## src/rtl/sat_add_pkg.sv

```systemverilog
// Shared definitions for the saturating-adder scheduler: data width,
// clamp constants and the result-slot state type.
package sat_add_pkg;

  localparam int DW = 16;

  // Clamp values on signed overflow. The negative clamp is 16'h8001, not
  // 16'h8000, so that both clamp values have the same magnitude.
  localparam logic [DW-1:0] SAT_POS = 16'h7FFF;
  localparam logic [DW-1:0] SAT_NEG = 16'h8001;

  // The result register is either empty or holding one valid result.
  typedef enum logic {
    EMPTY = 1'b0,
    FULL  = 1'b1
  } state_e;

endpackage

```

## src/rtl/sat_add16_core.sv

```systemverilog
// Combinational 16-bit saturating signed adder: a + b + cin.
// cout is the carry into bit 15. ovf flags that the result was clamped.
module sat_add16_core
  import sat_add_pkg::*;
(
  input  logic [DW-1:0] a,
  input  logic [DW-1:0] b,
  input  logic          cin,
  output logic [DW-1:0] sum,
  output logic          cout,
  output logic          ovf
);

  logic [DW-1:0] low;   // sum of bits [14:0]; the MSB is the carry into bit 15
  logic [DW:0]   full;  // full 17-bit sum; the MSB is the carry out of bit 15
  logic          c14;
  logic          c15;

  // Form both carries and clamp when they disagree, which means signed overflow.
  // NOTE: every output of an always_comb gets a value on every path, starting
  // with a default, so that no latch is inferred.
  always_comb begin
    low  = {1'b0, a[DW-2:0]} + {1'b0, b[DW-2:0]} + {{(DW-1){1'b0}}, cin};
    full = {1'b0, a} + {1'b0, b} + {{DW{1'b0}}, cin};
    c14  = low[DW-1];
    c15  = full[DW];
    cout = c14;
    ovf  = c14 ^ c15;
    sum  = full[DW-1:0];
    if (ovf) begin
      // On overflow both operands have the same sign, so b[15] gives the
      // direction of the overflow.
      sum = b[DW-1] ? SAT_NEG : SAT_POS;
    end
  end

endmodule

```

## src/rtl/sat_add_sched.sv

```systemverilog
// Shares one saturating signed adder among NREQ requesters.
// Arbitration is round-robin, and the single result register uses a
// valid/ready handshake. At full throughput it completes one op per cycle.
// Optional build macro SAT_ADD_OVF_FLAG_EN adds two outputs: rsp_ovf, a
// registered clamp flag, and ovf_cnt, a saturating count of clamped results.
module sat_add_sched
  import sat_add_pkg::*;
#(
  parameter int NREQ = 4,
  parameter int IDW  = 2
) (
  input  logic                 clk,
  input  logic                 rst_n,
  input  logic [NREQ-1:0]      req_valid,
  output logic [NREQ-1:0]      req_ready,
  input  logic [DW*NREQ-1:0]   req_a,
  input  logic [DW*NREQ-1:0]   req_b,
  input  logic [NREQ-1:0]      req_cin,
  output logic                 rsp_valid,
  input  logic                 rsp_ready,
  output logic [IDW-1:0]       rsp_id,
  output logic [DW-1:0]        rsp_sum,
  output logic                 rsp_cout
`ifdef SAT_ADD_OVF_FLAG_EN
  ,
  output logic                 rsp_ovf,
  output logic [DW-1:0]        ovf_cnt
`endif
);

  // Returns a one-hot grant for the first valid requester, searching from
  // ptr upwards and wrapping at NREQ. It returns zero when nothing is valid.
  function automatic logic [NREQ-1:0] rr_pick(input logic [NREQ-1:0] valid,
                                              input logic [IDW-1:0]  ptr);
    logic [NREQ-1:0] gnt;
    logic [IDW-1:0]  idx;
    gnt = '0;
    for (int k = 0; k < NREQ; k++) begin
      idx = IDW'((int'(ptr) + k) % NREQ);
      if ((gnt == '0) && valid[idx]) gnt[idx] = 1'b1;
    end
    return gnt;
  endfunction

  state_e         state_q, state_d;
  logic [IDW-1:0] ptr_q, ptr_d;
  logic [IDW-1:0] id_q, id_d;
  logic [DW-1:0]  sum_q, sum_d;
  logic           cout_q, cout_d;
`ifdef SAT_ADD_OVF_FLAG_EN
  logic           ovf_q, ovf_d;
  logic [DW-1:0]  cnt_q, cnt_d;
`endif

  logic           slot_free;
  logic           xfer;
  logic [IDW-1:0] gnt_id;
  logic [DW-1:0]  op_a;
  logic [DW-1:0]  op_b;
  logic           op_cin;
  logic [DW-1:0]  add_sum;
  logic           add_cout;
  logic           add_ovf;

  // Grant logic. It depends only on the handshake signals, the pointer and the
  // slot state, never on operand values. The selected operands are muxed into
  // the shared adder.
  always_comb begin
    slot_free = (state_q == EMPTY) || rsp_ready;
    req_ready = '0;
    if (rst_n && slot_free) req_ready = rr_pick(req_valid, ptr_q);
    xfer   = |(req_ready & req_valid);
    gnt_id = '0;
    op_a   = '0;
    op_b   = '0;
    op_cin = 1'b0;
    for (int i = 0; i < NREQ; i++) begin
      if (req_ready[i]) begin
        gnt_id = IDW'(i);
        op_a   = req_a[DW*i +: DW];
        op_b   = req_b[DW*i +: DW];
        op_cin = req_cin[i];
      end
    end
  end

  sat_add16_core u_core (
    .a    (op_a),
    .b    (op_b),
    .cin  (op_cin),
    .sum  (add_sum),
    .cout (add_cout),
    .ovf  (add_ovf)
  );

  // Next state: load on a transfer, drain when the consumer takes the result
  // without a refill, and hold everything under backpressure.
  always_comb begin
    state_d = state_q;
    ptr_d   = ptr_q;
    id_d    = id_q;
    sum_d   = sum_q;
    cout_d  = cout_q;
`ifdef SAT_ADD_OVF_FLAG_EN
    ovf_d   = ovf_q;
    cnt_d   = cnt_q;
`endif
    if (xfer) begin
      state_d = FULL;
      id_d    = gnt_id;
      sum_d   = add_sum;
      cout_d  = add_cout;
      ptr_d   = (gnt_id == IDW'(NREQ - 1)) ? '0 : gnt_id + 1'b1;
`ifdef SAT_ADD_OVF_FLAG_EN
      ovf_d   = add_ovf;
      if (add_ovf && (cnt_q != '1)) cnt_d = cnt_q + 1'b1;
`endif
    end else if ((state_q == FULL) && rsp_ready) begin
      state_d = EMPTY;
    end
  end

  // State register with synchronous active-low reset. A held result is
  // discarded on reset.
  // NOTE: use non-blocking assignments for all clocked state, so that every
  // flop samples the values from before the clock edge.
  always_ff @(posedge clk) begin
    if (!rst_n) begin
      state_q <= EMPTY;
      ptr_q   <= '0;
      id_q    <= '0;
      sum_q   <= '0;
      cout_q  <= 1'b0;
`ifdef SAT_ADD_OVF_FLAG_EN
      ovf_q   <= 1'b0;
      cnt_q   <= '0;
`endif
    end else begin
      state_q <= state_d;
      ptr_q   <= ptr_d;
      id_q    <= id_d;
      sum_q   <= sum_d;
      cout_q  <= cout_d;
`ifdef SAT_ADD_OVF_FLAG_EN
      ovf_q   <= ovf_d;
      cnt_q   <= cnt_d;
`endif
    end
  end

  assign rsp_valid = (state_q == FULL);
  assign rsp_id    = id_q;
  assign rsp_sum   = sum_q;
  assign rsp_cout  = cout_q;
`ifdef SAT_ADD_OVF_FLAG_EN
  assign rsp_ovf   = ovf_q;
  assign ovf_cnt   = cnt_q;
`endif

endmodule

```

## config.mk

```make
export PLATFORM = sky130hd
export DESIGN_NAME = sat_add_sched
export DESIGN_NICKNAME = d
export VERILOG_FILES = /design/src/rtl/sat_add_pkg.sv /design/src/rtl/sat_add16_core.sv /design/src/rtl/sat_add_sched.sv
export SDC_FILE = /design/constraint.sdc
export NUM_CORES = 1
export LEC_CHECK = 0
export BUFFER_PORTS_ARGS = -buffer_cell sky130_fd_sc_hd__buf_2
export CORE_ASPECT_RATIO = 0.75
export CORE_MARGIN = 5
export CORE_UTILIZATION = 45
export CTS_CLUSTER_DIAMETER = 80
export CTS_CLUSTER_SIZE = 16
export DETAILED_ROUTE_END_ITERATION = 12
export PLACE_DENSITY = 0.78
export SLEW_MARGIN = 20
export SYNTH_ARGS = -nofsm -noshare
export SYNTH_HDL_FRONTEND = slang
export SYNTH_SLANG_ARGS = --single-unit
```

## constraint.sdc

```tcl
create_clock -name clk -period 19.6 [get_ports clk]
set_clock_uncertainty 0.1 [all_clocks]
set_input_delay 5.88 -clock clk [delete_from_list [all_inputs] [get_ports clk]]
set_output_delay 5.88 -clock clk [all_outputs]
set_load 0.01 [all_outputs]
```

After elaboration in Yosys (flattened, before gate mapping)
Index checks and enable logic that the tools add are counted.
Storage, ports and cells
  bits in registers: 22
  input port bits: 139
  logic and storage cells: 87
Cells by class
  bitwise logic cells: 6
  add/sub/neg operators: 8
  $lt $le $gt $ge: 8
  equal/unequal tests: 1
  multiplexer cells: 44
  reductions and logical operators: 15
Operators by type and width (count)
  two-way mux 16 bit: 10
  two-way mux 4 bit: 8
  adder 16 x 16 -> 17 bit: 1
  adder 17 x 1 -> 17 bit: 1
  adder 15 x 15 -> 16 bit: 1
  adder 16 x 1 -> 16 bit: 1
  two-way mux 1 bit: 15
  logical NOT 4 bit: 3
  less-than comparator 2 x 3 -> 1 bit, second input constant: 4
  OR 4 bit: 3
  logical AND 1 bit: 9
  binary-select mux 1 bit (select 2 bit): 4
  demux 1 bit (select 2 bit): 4
  >= comparator 2 x 1 -> 1 bit, second input constant: 4
  two-way mux 2 bit: 3
  adder 2 x 1 -> 2 bit, second input constant: 2
  adder 2 bit, second input constant: 2
  AND 4 bit: 1
  OR reduction 4 bit: 1
  == test 2 bit, second input constant: 1
  nonzero test 2 bit: 1
  logical OR 1 bit: 1
  inverter 1 bit: 1
  bitwise XOR 1 bit: 1

Longest topological paths before layout
  word-level depth: 26
  mapped depth: 24
  mapped depth without buffers: 21

Cells and area by module
Synthesis repeated with hierarchy kept, for this count alone.
Unflattened totals
  cell total of the unflattened synthesis: 463
  area total of the unflattened synthesis: 3422.0 µm²
Modules (own cells, without submodules)
  sat_add_sched: cells an instance 329, area an instance 2358.5 µm², sequential area each 440.4 µm², instances 1
  sat_add16_core: cells an instance 134, area an instance 1063.5 µm², sequential area each 0.0 µm², instances 1

Worst setup path before layout
Ideal clock, no wire load.
  kind: input -> output
  from: in req_valid[3]
  to: out req_ready[3]
  data arrival time: 7.776 ns
  setup slack: 5.844 ns
  required time: 13.620 ns
  cell stages on the path: 9
  cell sequence: mux4_2 -> and2_1 -> o2111ai_2 -> nand3_1 -> o22a_1 -> buf_4 -> inv_2 -> buf_2 -> buf_2
On the way
  cells in the longest elaborated chain, start to end: 16
Ends and longest elaborated chain
  start, declared: RTL line sat_add_sched.sv:14  | input logic [NREQ-1:0] req_valid,
  binary-select mux 1 bit (select 2 bit): RTL line sat_add_sched.sv:40  | if ((gnt == '0) && valid[idx]) gnt[idx] = 1'b1;
  two-way mux 1 bit (not written as such): RTL line sat_add_sched.sv:40
  two-way mux 4 bit: RTL line sat_add_sched.sv:40
  two-way mux 4 bit: RTL line sat_add_sched.sv:71  | if (rst_n && slot_free) req_ready = rr_pick(req_valid, ptr_q);
  logical NOT 4 bit: RTL line sat_add_sched.sv:40
  logical AND 1 bit: RTL line sat_add_sched.sv:40
  two-way mux 4 bit: RTL line sat_add_sched.sv:40
  two-way mux 4 bit: RTL line sat_add_sched.sv:71
  logical NOT 4 bit: RTL line sat_add_sched.sv:40
  logical AND 1 bit: RTL line sat_add_sched.sv:40
  two-way mux 4 bit: RTL line sat_add_sched.sv:40
  two-way mux 4 bit: RTL line sat_add_sched.sv:71
  logical NOT 4 bit: RTL line sat_add_sched.sv:40
  logical AND 1 bit: RTL line sat_add_sched.sv:40
  two-way mux 4 bit (*): RTL line sat_add_sched.sv:40
  two-way mux 4 bit (*): RTL line sat_add_sched.sv:71
  end, declared: RTL line sat_add_sched.sv:15  | output logic [NREQ-1:0] req_ready,
Every way passes the cells marked *; elsewhere a longest branch is shown, timed or not. The select of a mux whose other input is x is not followed.

Worst setup path in the final report
Ends and elaborated chain as after synthesis.

==> results.json <==
{
  "status": "finished, final reports clean",
  "ant_nets": 0,
  "path_common_cell": "buf_2",
  "cts_buffers": 3,
  "rsz0062_at_grt": "false",
  "ir_worst_vdd_mv": 0.0865,
  "clock_tree.root_cell": "clkbuf_8",
  "fp-row-count": 26,
  "crit_type": "in2out",
  "vias": 3998,
  "clock_latency_ns": 0.26,
  "grt_use_total_pct": 25.5,
  "synthToLayoutAreaGrowth_pct": 27.4,
  "synth.net_count": 573,
  "p_leak_nw": 1.81,
  "cp_data_required_time_ns": 13.62,
  "synth_common_cells": "nand2_1, a21oi_1, o21ai_0",
  "drcViolationCount": 0,
  "syn_area_mm2": 0.00315,
  "cts_max_level": 1,
  "chipHeight_um": 82.4,
  "detailedRoute.firstIterationViolations": 316,
  "r2r_end": "rsp_sum[7]$_SDFFE_PN0P_",
  "yosysTopAreaCell": "dfxtp_1",
  "min_to": "rsp_sum[2]$_SDFFE_PN0P_",
  "finalSetupTns_ns": 0,
  "first_pass_iters": 5,
  "synth_top_area_share_pct": 14.0,
  "cts.sinks": 22,
  "ys.warnings.count": 0,
  "ff2ff_path_depth": 20,
  "avgRoutedWirePerCell_um": 18.3,
  "cp-end-kind": "output port",
  "hp-start": "rsp_sum[2]$_SDFFE_PN0P_",
  "tightest_slew_ns": 1.11,
  "fmax_mhz": 66.3,
  "synth_most_common_cell": "nand2_1",
  "ys_types": 69,
  "synth-edff-count": 0,
  "grt_pass1_vias": 3827,
  "grt_overflow_total": 0,
  "hold_buffers": 0,
  "hold_depth": 1,
  "start_util_pct": 46.3,
  "place.gp.congestion": 0.877,
  "maxCapViolCount": 0,
  "die_width_um": 107,
  "synth-async-reset-ratio_pct": 0,
  "n_antenna_cell": 0,
  "die-area_mm2": 0.00878,
  "grt_max_degree": 49,
  "yosysSeqAreaShare_pct": 14.0,
  "cp_data_arrival_time_ns": 9.10,
  "finalCriticalPeriod_ns": 15.08,
  "syn_inst": 409,
  "final_cells": 633,
  "path_clk_slew_ns": 0.07,
  "viasPerCell": 6.32,
  "io_pins": 163,
  "coreArea_mm2": 0.00680,
  "synthTopCellsByArea": "dfxtp_1, ha_1, a21oi_1",
  "cts_setup_buffers": 0,
  "nNetsFinal": 714,
  "synth-seq-cells": 22,
  "crit_fanout": 48,
  "dp.cells": 629,
  "p_per_area_mw_per_mm2": 174,
  "drive_gt1_share_pct": 36.4,
  "drt_wl_total_um": 11600,
  "finalSetupViolCount": 0,
  "antenna_found_initial": 0,
  "power.total_mw": 0.696,
  "io_buffer_count": 162,
  "path_cells": "buf_2 > mux4_2 > and2_1 > o2111ai_1 > and3_1 > o22a_1 > inv_2 > buf_2",
  "cts_buffer_depth": 2,
  "ctsResizeCount": 0,
  "ff2ff_setup_slack_ns": 12.29,
  "r2r-start": "ptr_q[0]$_SDFFE_PN0P_",
  "start_kind": "input pin",
  "min_path_type": "reg2reg",
  "min_period_over_period_pct": 77.0,
  "grt_pass1_wl_um": 18300,
  "finalMaxSlewViolations": 0,
  "finalHoldViolations": 0,
  "max_stage_delay_ns": 0.79,
  "cts_tree": "done",
  "synth.avg_cell_area_um2": 7.69,
  "crit_slowest_cell": "o22a_1",
  "hpwl_um": 9220,
  "ys.flop_type": "dfxtp_1",
  "maxSlewHeadroom_pct": 26.0
}
worst max path at each step:
| stage | from | endpoint | slack [ns] | cells after the start |
|---|---|---|---|---|
| floorplan | req_valid[3] | req_ready[3] | 5.84 | 9 |
| global placement | req_valid[3] | req_ready[3] | 4.67 | 8 |
| detailed placement | req_valid[3] | req_ready[3] | 4.59 | 8 |
| CTS | req_valid[3] | req_ready[3] | 4.57 | 8 |
| global route | req_valid[3] | req_ready[3] | 4.38 | 8 |
| finish | req_valid[3] | req_ready[3] | 4.52 | 8 |
metrics by stage:
stage	hold slack [ns]	worst slack (ns)	instance area (um^2)	util (%)
6_report	0.370	4.52	4010	58.9
5_1_grt	0.374	4.38	4010	58.9
4_1_cts	0.370	4.57	4010	58.9
3_5_place_dp	0.356	4.59	3950	58.1
3_3_place_gp	0.342	4.67	3950	58.1
2_1_floorplan	0.393	5.84	3150	-
worst max-delay path, delay by kind of cell:
| family | cells | cell delay [ns] |
|---|---|---|
| muxes | 1 | 0.65 |
| buffers and inverters | 3 | 1.01 |
| and+or+nand+nor | 2 | 0.43 |
| AOI/OAI and AO/OA | 2 | 1.11 |
area by class of cell:
class | instances | area, um^2
clock buffers | 4 | 55.1
repair buffers | 164 | 826
multi-input cells | 346 | 2530
flip-flops and latches | 22 | 440
inverters | 13 | 48.8
well taps | 84 | 105
fillers | 656 | 2790
routing by layer:
metal / wire, um / vias to the layer above / GRT usage, %
li1: - / 1907 / -
met1: 4820 / 1858 / 32.8
met2: 5530 / 214 / 46.1
met3: 1070 / 19 / 4.12
met4: 159 / 0 / 4.60
met5: 0 / - / 0
where the power goes:
group          leakage (nW)  internal (mW)  switching [mW]
registers             0.181         0.0612          0.0106
logic                  1.60          0.232           0.360
clock network        0.0288         0.0179          0.0140
placed cells by master, fill, tap and decap left out, drive strengths merged, types with 3 or more instances in the layout:
| cell type | instances |
|---|---|
| inv | 13 |
| o221ai | 23 |
| a311oi | 11 |
| dfxtp | 22 |
| nor2 | 9 |
| o21ai | 42 |
| a21o | 4 |
| a21oi | 43 |
| o211ai | 5 |
| ha | 23 |
| nor2b | 3 |
| a31oi | 3 |
| xor2 | 3 |
| nand2 | 54 |
| and2 | 6 |
| a41oi | 3 |
| a2bb2oi | 4 |
| nand3 | 6 |
| a211oi | 6 |
| or2 | 4 |
| mux4 | 4 |
| o22ai | 4 |
| nor3 | 20 |
| a222oi | 11 |
| o2bb2ai | 4 |
| clkbuf | 4 |
| xnor2 | 7 |
| o21a | 7 |
| buf | 164 |
| and3 | 3 |
| o2111ai | 3 |
sequential cells by signal, indices dropped and copies added (netlist names):
name and cells:
rsp_id 2, ptr_q 2, rsp_cout 1, rsp_valid 1, rsp_sum 16
logic make-up (layout without fill, tap and decap cells):
family	after synthesis	in the layout	synth area share, %
AOI/OAI and AO/OA	191	191	46.5
and+or+nand+nor	116	116	17.7
buffers and inverters	41	181	5.61
adders and majority gates	25	25	10.4
DFF	22	22	14.0
xor gates and xnor gates	10	10	2.78
muxes	4	4	2.98
(Power assumes the default switching activity.)
